### src/rtl/mp3_fb_pkg.sv
// Shared framebuffer definitions for the MP3 player image memory.
// Imported by both the write-side loader and the VGA display reader.
package mp3_fb_pkg;

    localparam int unsigned FB_ADDR_W = 15;
    localparam int unsigned FB_DATA_W = 16;
    localparam int unsigned FB_IMG_W  = 160;
    localparam int unsigned FB_IMG_H  = 120;

    typedef enum logic [2:0] {
        FB_IDLE    = 3'd0,
        FB_LOAD_HI = 3'd1,
        FB_LOAD_LO = 3'd2,
        FB_WRITE   = 3'd3,
        FB_DONE    = 3'd4
    } fb_load_state_t;

endpackage

### src/rtl/fb_loader.sv
// Framebuffer writer: packs a big-endian byte stream into 16-bit pixel words
// and writes them sequentially into BRAM port A.
module fb_loader
    import mp3_fb_pkg::*;
#(
    parameter int unsigned IMG_W     = FB_IMG_W,
    parameter int unsigned IMG_H     = FB_IMG_H,
    parameter int unsigned ADDR_W    = FB_ADDR_W,
    parameter int unsigned BASE_ADDR = 0
) (
    input  logic                 clk,
    input  logic                 rst_n,
    input  logic                 i_start,
    input  logic                 i_abort,
    input  logic [7:0]           i_byte,
    input  logic                 i_byte_valid,
    output logic                 o_byte_ready,
    output logic [ADDR_W-1:0]    addra,
    output logic [FB_DATA_W-1:0] dina,
    output logic                 wea,
    output logic                 o_busy,
    output logic                 o_done,
    output logic [ADDR_W-1:0]    o_count
);

    // One extra bit so an image filling the whole address space still terminates.
    localparam logic [ADDR_W:0]   N_WORDS = (ADDR_W + 1)'(IMG_W * IMG_H);
    localparam logic [ADDR_W-1:0] BASE    = ADDR_W'(BASE_ADDR);

    fb_load_state_t       state_q, state_d;
    logic [ADDR_W-1:0]    count_q, count_d;
    logic [ADDR_W-1:0]    addra_q, addra_d;
    logic [FB_DATA_W-1:0] dina_q, dina_d;
    logic                 wea_q, wea_d;
    logic [7:0]           hi_q, hi_d;
    logic [ADDR_W:0]      count_inc;
    logic                 byte_fire;

    assign o_byte_ready = ((state_q == FB_LOAD_HI) || (state_q == FB_LOAD_LO)) && !i_abort;
    assign byte_fire    = o_byte_ready && i_byte_valid;
    assign count_inc    = {1'b0, count_q} + {{ADDR_W{1'b0}}, 1'b1};

    always_comb begin
        state_d = state_q;
        count_d = count_q;
        addra_d = addra_q;
        dina_d  = dina_q;
        wea_d   = 1'b0;
        hi_d    = hi_q;
        case (state_q)
            FB_IDLE: begin
                if (i_start && !i_abort) begin
                    count_d = '0;
                    state_d = FB_LOAD_HI;
                end
            end
            FB_LOAD_HI: begin
                if (byte_fire) begin
                    hi_d    = i_byte;
                    state_d = FB_LOAD_LO;
                end
            end
            FB_LOAD_LO: begin
                // Address, data and strobe are loaded on the same edge so the BRAM sees one coherent write.
                if (byte_fire) begin
                    dina_d  = {hi_q, i_byte};
                    addra_d = BASE + count_q;
                    wea_d   = 1'b1;
                    state_d = FB_WRITE;
                end
            end
            FB_WRITE: begin
                count_d = count_inc[ADDR_W-1:0];
                state_d = (count_inc == N_WORDS) ? FB_DONE : FB_LOAD_HI;
            end
            FB_DONE: begin
                state_d = FB_IDLE;
            end
            default: begin
                state_d = FB_IDLE;
            end
        endcase
        // A write already strobing in WRITE still lands, so the count above keeps it.
        if (i_abort && (state_q != FB_IDLE)) begin
            state_d = FB_IDLE;
        end
    end

    always_ff @(posedge clk) begin
        if (!rst_n) begin
            state_q <= FB_IDLE;
            count_q <= '0;
            addra_q <= '0;
            dina_q  <= '0;
            wea_q   <= 1'b0;
        end else begin
            state_q <= state_d;
            count_q <= count_d;
            addra_q <= addra_d;
            dina_q  <= dina_d;
            wea_q   <= wea_d;
        end
    end

    always_ff @(posedge clk) begin
        hi_q <= hi_d;
    end

    assign addra   = addra_q;
    assign dina    = dina_q;
    assign wea     = wea_q;
    assign o_count = count_q;
    assign o_busy  = (state_q != FB_IDLE);
    assign o_done  = (state_q == FB_DONE);

endmodule

### config.mk
export PLATFORM = sky130hd
export DESIGN_NAME = fb_loader
export DESIGN_NICKNAME = d
export VERILOG_FILES = /design/src/rtl/mp3_fb_pkg.sv /design/src/rtl/fb_loader.sv
export SDC_FILE = /design/constraint.sdc
export NUM_CORES = 1
export LEC_CHECK = 0
export CORE_ASPECT_RATIO = 1.75
export CORE_MARGIN = 2
export CORE_UTILIZATION = 49
export CTS_CLUSTER_DIAMETER = 120
export DETAILED_ROUTE_END_ITERATION = 8
export GPL_ROUTABILITY_DRIVEN = 1
export PLACE_DENSITY_LB_ADDON = 0.1
export SYNTH_ARGS = -nofsm -noshare
export SYNTH_HDL_FRONTEND = slang
export SYNTH_SLANG_ARGS = --single-unit
### constraint.sdc
create_clock -name clk -period 2.4 [get_ports clk]
set_input_delay 0.36 -clock clk [delete_from_list [all_inputs] [get_ports clk]]
set_output_delay 0.36 -clock clk [all_outputs]
set_load 0.05 [all_outputs]
==> out/qor.yml <==
status:
  status: "finished clean"
power:
  leakage_uw: 0.00115
  powerDensity_mw_per_mm2: 588
  ir_drop_uv: 494
critical_path:
  critical_path_buf_inv_count: 1
  cp.arrival_ns: 1.92
  critical_path.max_fanout: 9
  path_cells: "nor3b_1 > clkdlybuf4s50_1"
  cp-end-kind: "output pin"
  r2r_start: "o_count[1]"
  path_delay_family: "buffers and inverters"
  rr_worst_depth: 6
  r2r_slack_ns: 0.26
  worstReg2RegEnd: "state_q[2]"
  crit_path_start_kind: "flop"
  critical_path.max_stage_delay_ns: 0.83
  required_ns: 2.04
  path_class: "flop to output pin"
  slowest_stage: "clkdlybuf4s50_1"
hold_path:
  min_to: "dina[0]"
  hold_depth: 2
  hp-start: "dina[0]"
  hold_path_class: "flop to flop"
clock_network:
  cts_inserted_buffers: 9
  clk_pin_slew_ns: 0.06
  ctsHtreeMaxLevel: 3
  cts_setup_buffers: 0
  cts_tree: "built"
  cts-root-buf: "clkbuf_8"
  cts_buffer_depth: 2
  clkSinkCount: 58
  clk-insertion-delay-late_ns: 0.34
  cts-resized-gates: 0
  cts_hold_buf: 0
logic_synthesis:
  synth_edf_count: 8
  syn_inst: 306
  syn_nets: 320
  yosysSeqAreaShare: 0.465
  synth.ff_latch_count: 58
  yosys.area.top_type: "dfxtp_1"
  synth_async_sr_flop_share: 0
  synth_flop_cell: "dfxtp_1"
  synth.most_common_cell: "nand2_1"
  synth.area.top_cells: "dfxtp_1 (38%), a21boi_0 (10%), nand2_1 (10%)"
  ys_top_cells_by_count: "nand2_1 (74), dfxtp_1 (50), a21boi_0 (37)"
  netlist_area_sq_mm: 0.00267
  synth_cell_types: 51
  yosys_warnings: 0
  synth_top_area_share: 0.375
  synth.avg_cell_area_sq_um: 8.72
timing:
  relSlewSlack: 0.646
  period_needed_ns: 2.28
  fin_ws_ns: 0.119
  final.setup.tns_ns: 0
  rsz0062_at_grt: "false"
  fmax_mhz: 438
  setup_viol: 0
  clock_skew_ns: 0.00623
  post-route-period-util: 0.950
  hold_violations: 0
  slew_viol_final: 0
  timing.hold.ws_ns: 0.463
  worst_pin_slew_ns: 0.529
final_layout:
  area_growth_pct: 31.8
  stdcell_count: 422
  fin_util: 0.670
  drive_above_1_share: 0.0954
  insertedDiodeCount: 0
  nets: 376
grt:
  grt_pass1_vias: 2235
  grt_util_all_layers: 0.220
  overflow: 0
  grt_max_degree: 51
  grt_pass1_wl_um: 10100
  antenna_found_initial: 0
flow_run:
  drv_cap: 0
route:
  dr.first_iter.drc_count: 59
  drc: 0
  vias_per_cell: 5.53
  drt_wl_total_um: 5950
  avgRoutedWirePerCell_um: 14.1
  firstDrtPassIters: 4
  ant_nets: 0
  num_vias: 2335
place:
  place_ws_ns: 0.254
  finalWeightedCongestion: 0.776
  dp_hpwl_um: 4060
  portBuffers: 62
  dpl.cell_count: 406
floorplan:
  die-area_sq_mm: 0.00608
  core.rowCount: 35
  fp.dieW_um: 59.8
  die_h_um: 102
  start_util: 0.508
  core-area_sq_mm: 0.00526
  io_pins: 63
-- cell type report --
type | count | area (sq um)
sequential | 58 | 1240
clock buffer | 13 | 149
clock inverter | 3 | 65.1
inverter | 3 | 11.3
fill | 457 | 1740
multi-input combinational | 219 | 1280
timing repair buffer | 71 | 698
tap | 55 | 68.8
-- worst register-to-register path, delay by kind of cell (launching register included) --
| family | cells | cell delay, ns |
|---|---|---|
| and+or+nand+nor | 4 | 0.91 |
| adders and majority gates | 1 | 0.30 |
| AOI/OAI and AO/OA | 1 | 0.39 |
| DFF | 1 | 0.50 |
-- cell usage in the layout, fill, tap and decap left out, types with 3 or more instances in the layout --
cell and count:
o21ai_0 10, nor2b_1 6, and2_1 3, buf_4 9, edfxtp_1 8, clkbuf_1 3, nand4_1 3, nand3_1 11
nor3_1 5, dfxtp_1 50, clkbuf_8 10, a31oi_1 3, nor2_1 10, mux2i_1 3, nand2_1 74, xnor2_1 3
a21oi_1 6, a21boi_0 37, o21a_1 4, nor4_1 7, inv_1 3, clkdlybuf4s50_1 61
-- state kept, by name (all words and copies together), names as in the netlist --
name and cells:
hi_q 8, addra 15, dina 16, state_q 3, o_count 15, wea 1
-- how the worst max path moves through the flow --
stage          slack (ns)    endpoint  depth (start not counted)       start
2_1_floorplan        0.20  state_q[2]                          6  o_count[0]
3_3_place_gp         0.29  o_count[8]                          7     i_abort
3_5_place_dp         0.25  o_count[8]                          7     i_abort
4_1_cts              0.10      o_done                          2  state_q[2]
5_1_grt              0.07      o_done                          2  state_q[2]
6_report             0.12      o_done                          2  state_q[2]
-- layer usage --
metal	track usage	routed length [um]	up-vias
met2	0.364	3120	64
li1	-	-	1176
met3	0.0626	244	14
met1	0.250	2420	1081
met4	0.116	158	0
met5	0	0	-
-- cell families (layout without fill, tap and decap cells) --
group,after synthesis,count (layout),share of synthesized area
xor+xnor,3,3,0.00985
buf+inv,29,90,0.0534
fa+ha+maj,1,1,0.00469
flops,58,58,0.465
compound gates,72,72,0.194
simple gates,140,140,0.262
mux,3,3,0.0113
-- power by group --
part           internal [uW]  switching (uW)  leakage (uW)
Clock                    613             379      0.000108
Combinational           45.0            41.6      0.000568
Sequential               987            3.56      0.000475
-- stage by stage --
| stage | cell area, sq um | total power (uW) |
|---|---|---|
| floorplan | 2670 | 1060 |
| global placement | 3300 | 1100 |
| detailed placement | 3300 | 1100 |
| CTS | 3520 | 2090 |
| global route | 3520 | 2140 |
| finish | 3520 | 2070 |
Note: power is estimated with default switching activity, not from simulation.
==> variant 1 (same settings) <==
Register the output `o_count` once more; this adds one clock of latency there. The other outputs are not delayed to match.
--- a/src/rtl/fb_loader.sv
+++ b/src/rtl/fb_loader.sv
@@ -109,7 +109,9 @@
     assign addra   = addra_q;
     assign dina    = dina_q;
     assign wea     = wea_q;
-    assign o_count = count_q;
+    always_ff @(posedge clk) begin
+        o_count <= count_q;
+    end
     assign o_busy  = (state_q != FB_IDLE);
     assign o_done  = (state_q == FB_DONE);
 
Check against the original RTL: not equivalent (Yosys sat finds a counterexample within 10 cycles, from zero or initial values and one cycle with rst_n low).
==> variant 1 against the unedited design <==
Non-clock buffer count is the same; sequential cell count is 15 higher; worst setup slack better by 21 ps; power rose by 13%; design area is 4.4% higher; first-iteration DRC count is 49% higher; critical path depth is the same; synthesized area rose by 3.8%; routed wire length rose by 6.8%.
==> variant 1: results (changes against the unedited design) <==
stage;metric;value;unit;change
outcome;outcome;completed;;
final_layout;nMultiInputCombCells;215;;-1.8%
final_layout;antenna_cells;0;;unchanged
yosys;ys_types;42;;-18%
final_layout;nonClkBufAreaFrac;0.190;;-0.00832
pwr;comb_cell_power;0.0822;mW;-5.1%
yosys;synthMuxAreaShare;0.00723;;-0.00403
pwr;seq_power;1.24;mW;+25%
worst_setup_path;path_class;flop to primary output;;
place;place.gp.congestion;0.850;;+9.6%
grt;use_met2;0.375;;+0.0110
final_layout;num-nonclk-inverters;2;;-1
sta;clock_skew;9.21;ps;+2.98 ps
grt;track_usage;0.219;;-0.00117
grt;grt_pass1_wl;10300;µm;+2.2%
yosys;syn_inst;314;;+2.6%
final_layout;final_nets;386;;+2.7%
yosys;synth-seq-area-share;0.556;;+0.0914
place;dpl_cell_area;0.00346;mm²;+4.7%
yosys;async_reset_ff_frac;0;;unchanged
worst_setup_path;worstPathArrival;1900;ps;-20 ps
clock_tree;clkTransAtPathRegs;80;ps;+20 ps
pwr;leakagePower;1.29;nW;+12%
final_layout;stdcell_count;453;;+7.3%
grt;grt_pass1_vias;2214;;-0.94%
place;placed_cells;437;;+7.6%
final_layout;nClkBuffers;10;;-3
yosys;synthesis.area;0.00277;mm²;+3.8%
place;hpwl;4300;µm;+6.1%
yosys;netlist_top_cells_area;dfxtp_1 47%, nand2_1 9.6%, edfxtp_1 8.7%, a21oi_1 8.5%, nor2_1 2.8%;;
route;met1_length;2570;µm;+6.2%
route;via_count;2411;;+3.3%
yosys;synth_compound_area_frac;0.140;;-0.0536
route;wl_met2;3390;µm;+8.4%
route;wl_met3;245;µm;+0.41%
final_layout;multi_input_area;0.00112;mm²;-13%
grt;grt_max_degree;33;;-35%
place;place_ws;439;ps;+185 ps
final_layout;num-fill-cells;521;;+14%
final_layout;drive_gt1_frac;0.0743;;-0.0211
final_layout;nFlopsAndLatches;73;;+26%
yosys;synth_fp_nets;328;;+2.5%
final_layout;seq_area;0.00154;mm²;+24%
final_layout;finalInstanceArea;0.00367;mm²;+4.4%
pwr;peakVddDrop;0.462;mV;-6.5%
yosys;synth-xor-area-share;0.0190;;+0.00912
worst_setup_path;critPathMaxStageDelay;730;ps;-100 ps
grt;globalRouteMet1Util;0.251;;+0.000987
yosys;synth-adder-area-share;0.00452;;-0.000172
route;wl_per_cell;14.0;µm;-0.53%
pwr;power.density;636;mW/mm²;+8.1%
final_layout;clkCellAreaFrac;0.0576;;-0.00323
grt;grtUsageMet3;0.0435;;-0.0190
route;drtIter0Drc;88;;+49%
yosys;synth_common_cells;71 x nand2_1, 65 x dfxtp_1, 47 x a21oi_1;;
sta;relSlewSlack;0.653;;+0.00675
## variant 1: cell types whose count changed in the layout (fill, tap and decap cells not counted), sizes merged, moves of 4 or more
cell and change:
a21oi +40, a21boi -37, dfxtp +15, nor2 +11, nand3 -7, nor4 -5
nor2b -4, o21ai -4
## variant 1: worst paths after layout
kind                            slack (ps)                 endpoint  depth (start not counted)                    start
worst max-delay path                   140                   o_busy                          2  state_q[0]$_SDFFE_PP0P_
worst min-delay path                   400       o_count[1]$_DFF_P_                          0  count_q[1]$_SDFFE_PN0P_
worst max register to register         390  state_q[2]$_SDFFE_PP0P_                          5  count_q[2]$_SDFFE_PN0P_
worst min register to register         400       o_count[1]$_DFF_P_                          0  count_q[1]$_SDFFE_PN0P_
## variant 1: worst register-to-register path: stages, from the launching register on
cell	delay (ps)
dfxtp_1	470
and4_1	400
nand3_1	250
mux2i_1	200
or3_1	390
nor4_2	200
==> variant 2 (same settings) <==
Without the edit above. `FB_ADDR_W`: 15 -> 17.
--- a/src/rtl/mp3_fb_pkg.sv
+++ b/src/rtl/mp3_fb_pkg.sv
@@ -2,7 +2,7 @@
 // Imported by both the write-side loader and the VGA display reader.
 package mp3_fb_pkg;
 
-    localparam int unsigned FB_ADDR_W = 15;
+    localparam int unsigned FB_ADDR_W = 17;
     localparam int unsigned FB_DATA_W = 16;
     localparam int unsigned FB_IMG_W  = 160;
     localparam int unsigned FB_IMG_H  = 120;
Ports: changed (resized addra and o_count); port bits go from 63 to 67. The function was not compared with the original's and may differ.
==> variant 2 against the unedited design <==
Routed wire length grew 18%; hold slack lost 3.3 ps; power shrank 3.0%; global-route usage grew 2.0 points; sequential cell count grew 4; worst setup slack gained 87 ps; design area grew 10%; synthesized area grew 8.1%; critical path type unchanged; largest cell class unchanged.
==> variant 2: results (changes against the unedited design) <==
stage;metric;value;unit;change
outcome;outcome;completed;;
final_layout;num-fill-cells;519;;+14%
grt;use_met2;0.398;;+0.0344
grt;globalRouteMet1Util;0.269;;+0.0192
pwr;p_sw_frac;0.217;;+0.0121
place;place_ws;200;ps;-54.1 ps
grt;grt_max_degree;54;;+5.9%
yosys;ys_types;53;;+3.9%
yosys;synth-seq-area-share;0.458;;-0.00714
yosys;synth-xor-area-share;0.0152;;+0.00533
route;drtIter0Drc;98;;+66%
min_path;whs_endpoint;addra[8]$_SDFFE_PN0P_;;
yosys;synth-adder-area-share;0.00867;;+0.00398
sta;max_freq;456;MHz;+4.0%
grt;grtUsageMet3;0.0663;;+0.00368
place;hpwl;4790;µm;+18%
grt;track_usage;0.240;;+0.0203
sta;tightest_slew;511;ps;-18.9 ps
yosys;syn_inst;340;;+11%
pwr;peakVddDrop;0.446;mV;-9.9%
place;place.gp.congestion;0.826;;+6.4%
min_path;hold_start;addra[8]$_SDFFE_PN0P_;;
pwr;leakagePower;1.33;nW;+15%
yosys;synthMuxAreaShare;0.0104;;-0.000844
place;placed_cells;474;;+17%
worst_setup_path;r2r-start;o_count[2]$_SDFFE_PN0P_;;
worst_setup_path;worst-path-max-fanout;11;;+2
worst_setup_path;rr_endpoint;state_q[0]$_SDFFE_PP0P_;;
route;wl_met2;3730;µm;+19%
yosys;netlist_top_cells_area;dfxtp_1 37%, nand2_1 10%, a21boi_0 9.4%, edfxtp_1 8.3%, clkbuf_1 3.0%;;
## variant 2: final cells by class
| class | count | share of cell area |
|---|---|---|
| multi-input cells | 247 | 0.372 |
| flip-flops and latches | 62 | 0.342 |
| repair buffers | 84 | 0.211 |
| clock buffers | 11 | 0.0339 |
| well taps | 78 | 0.0252 |
| clock inverters | 5 | 0.0129 |
| inverters | 3 | 0.00291 |
## variant 2: kinds of logic after synthesis
logic type,after synthesis
simple gates,150
mux,3
xor+xnor,5
buf+inv,31
flops,62
compound gates,87
fa+ha+maj,2
## variant 2: stage by stage
step / total power, mW / cell area, µm² / hold WS (ps)
3_3_place_gp: 1.17 / 3690 / 448
3_5_place_dp: 1.17 / 3690 / 455
2_1_floorplan: 1.12 / 2890 / 459
5_1_grt: 2.09 / 3870 / 489
4_1_cts: 2.03 / 3870 / 464
6_report: 2.01 / 3870 / 459
## variant 2: worst max-delay path: stages, from the launching register on
cell and delay (ps):
dfxtp_1 510, and2_1 180, clkdlybuf4s50_1 800
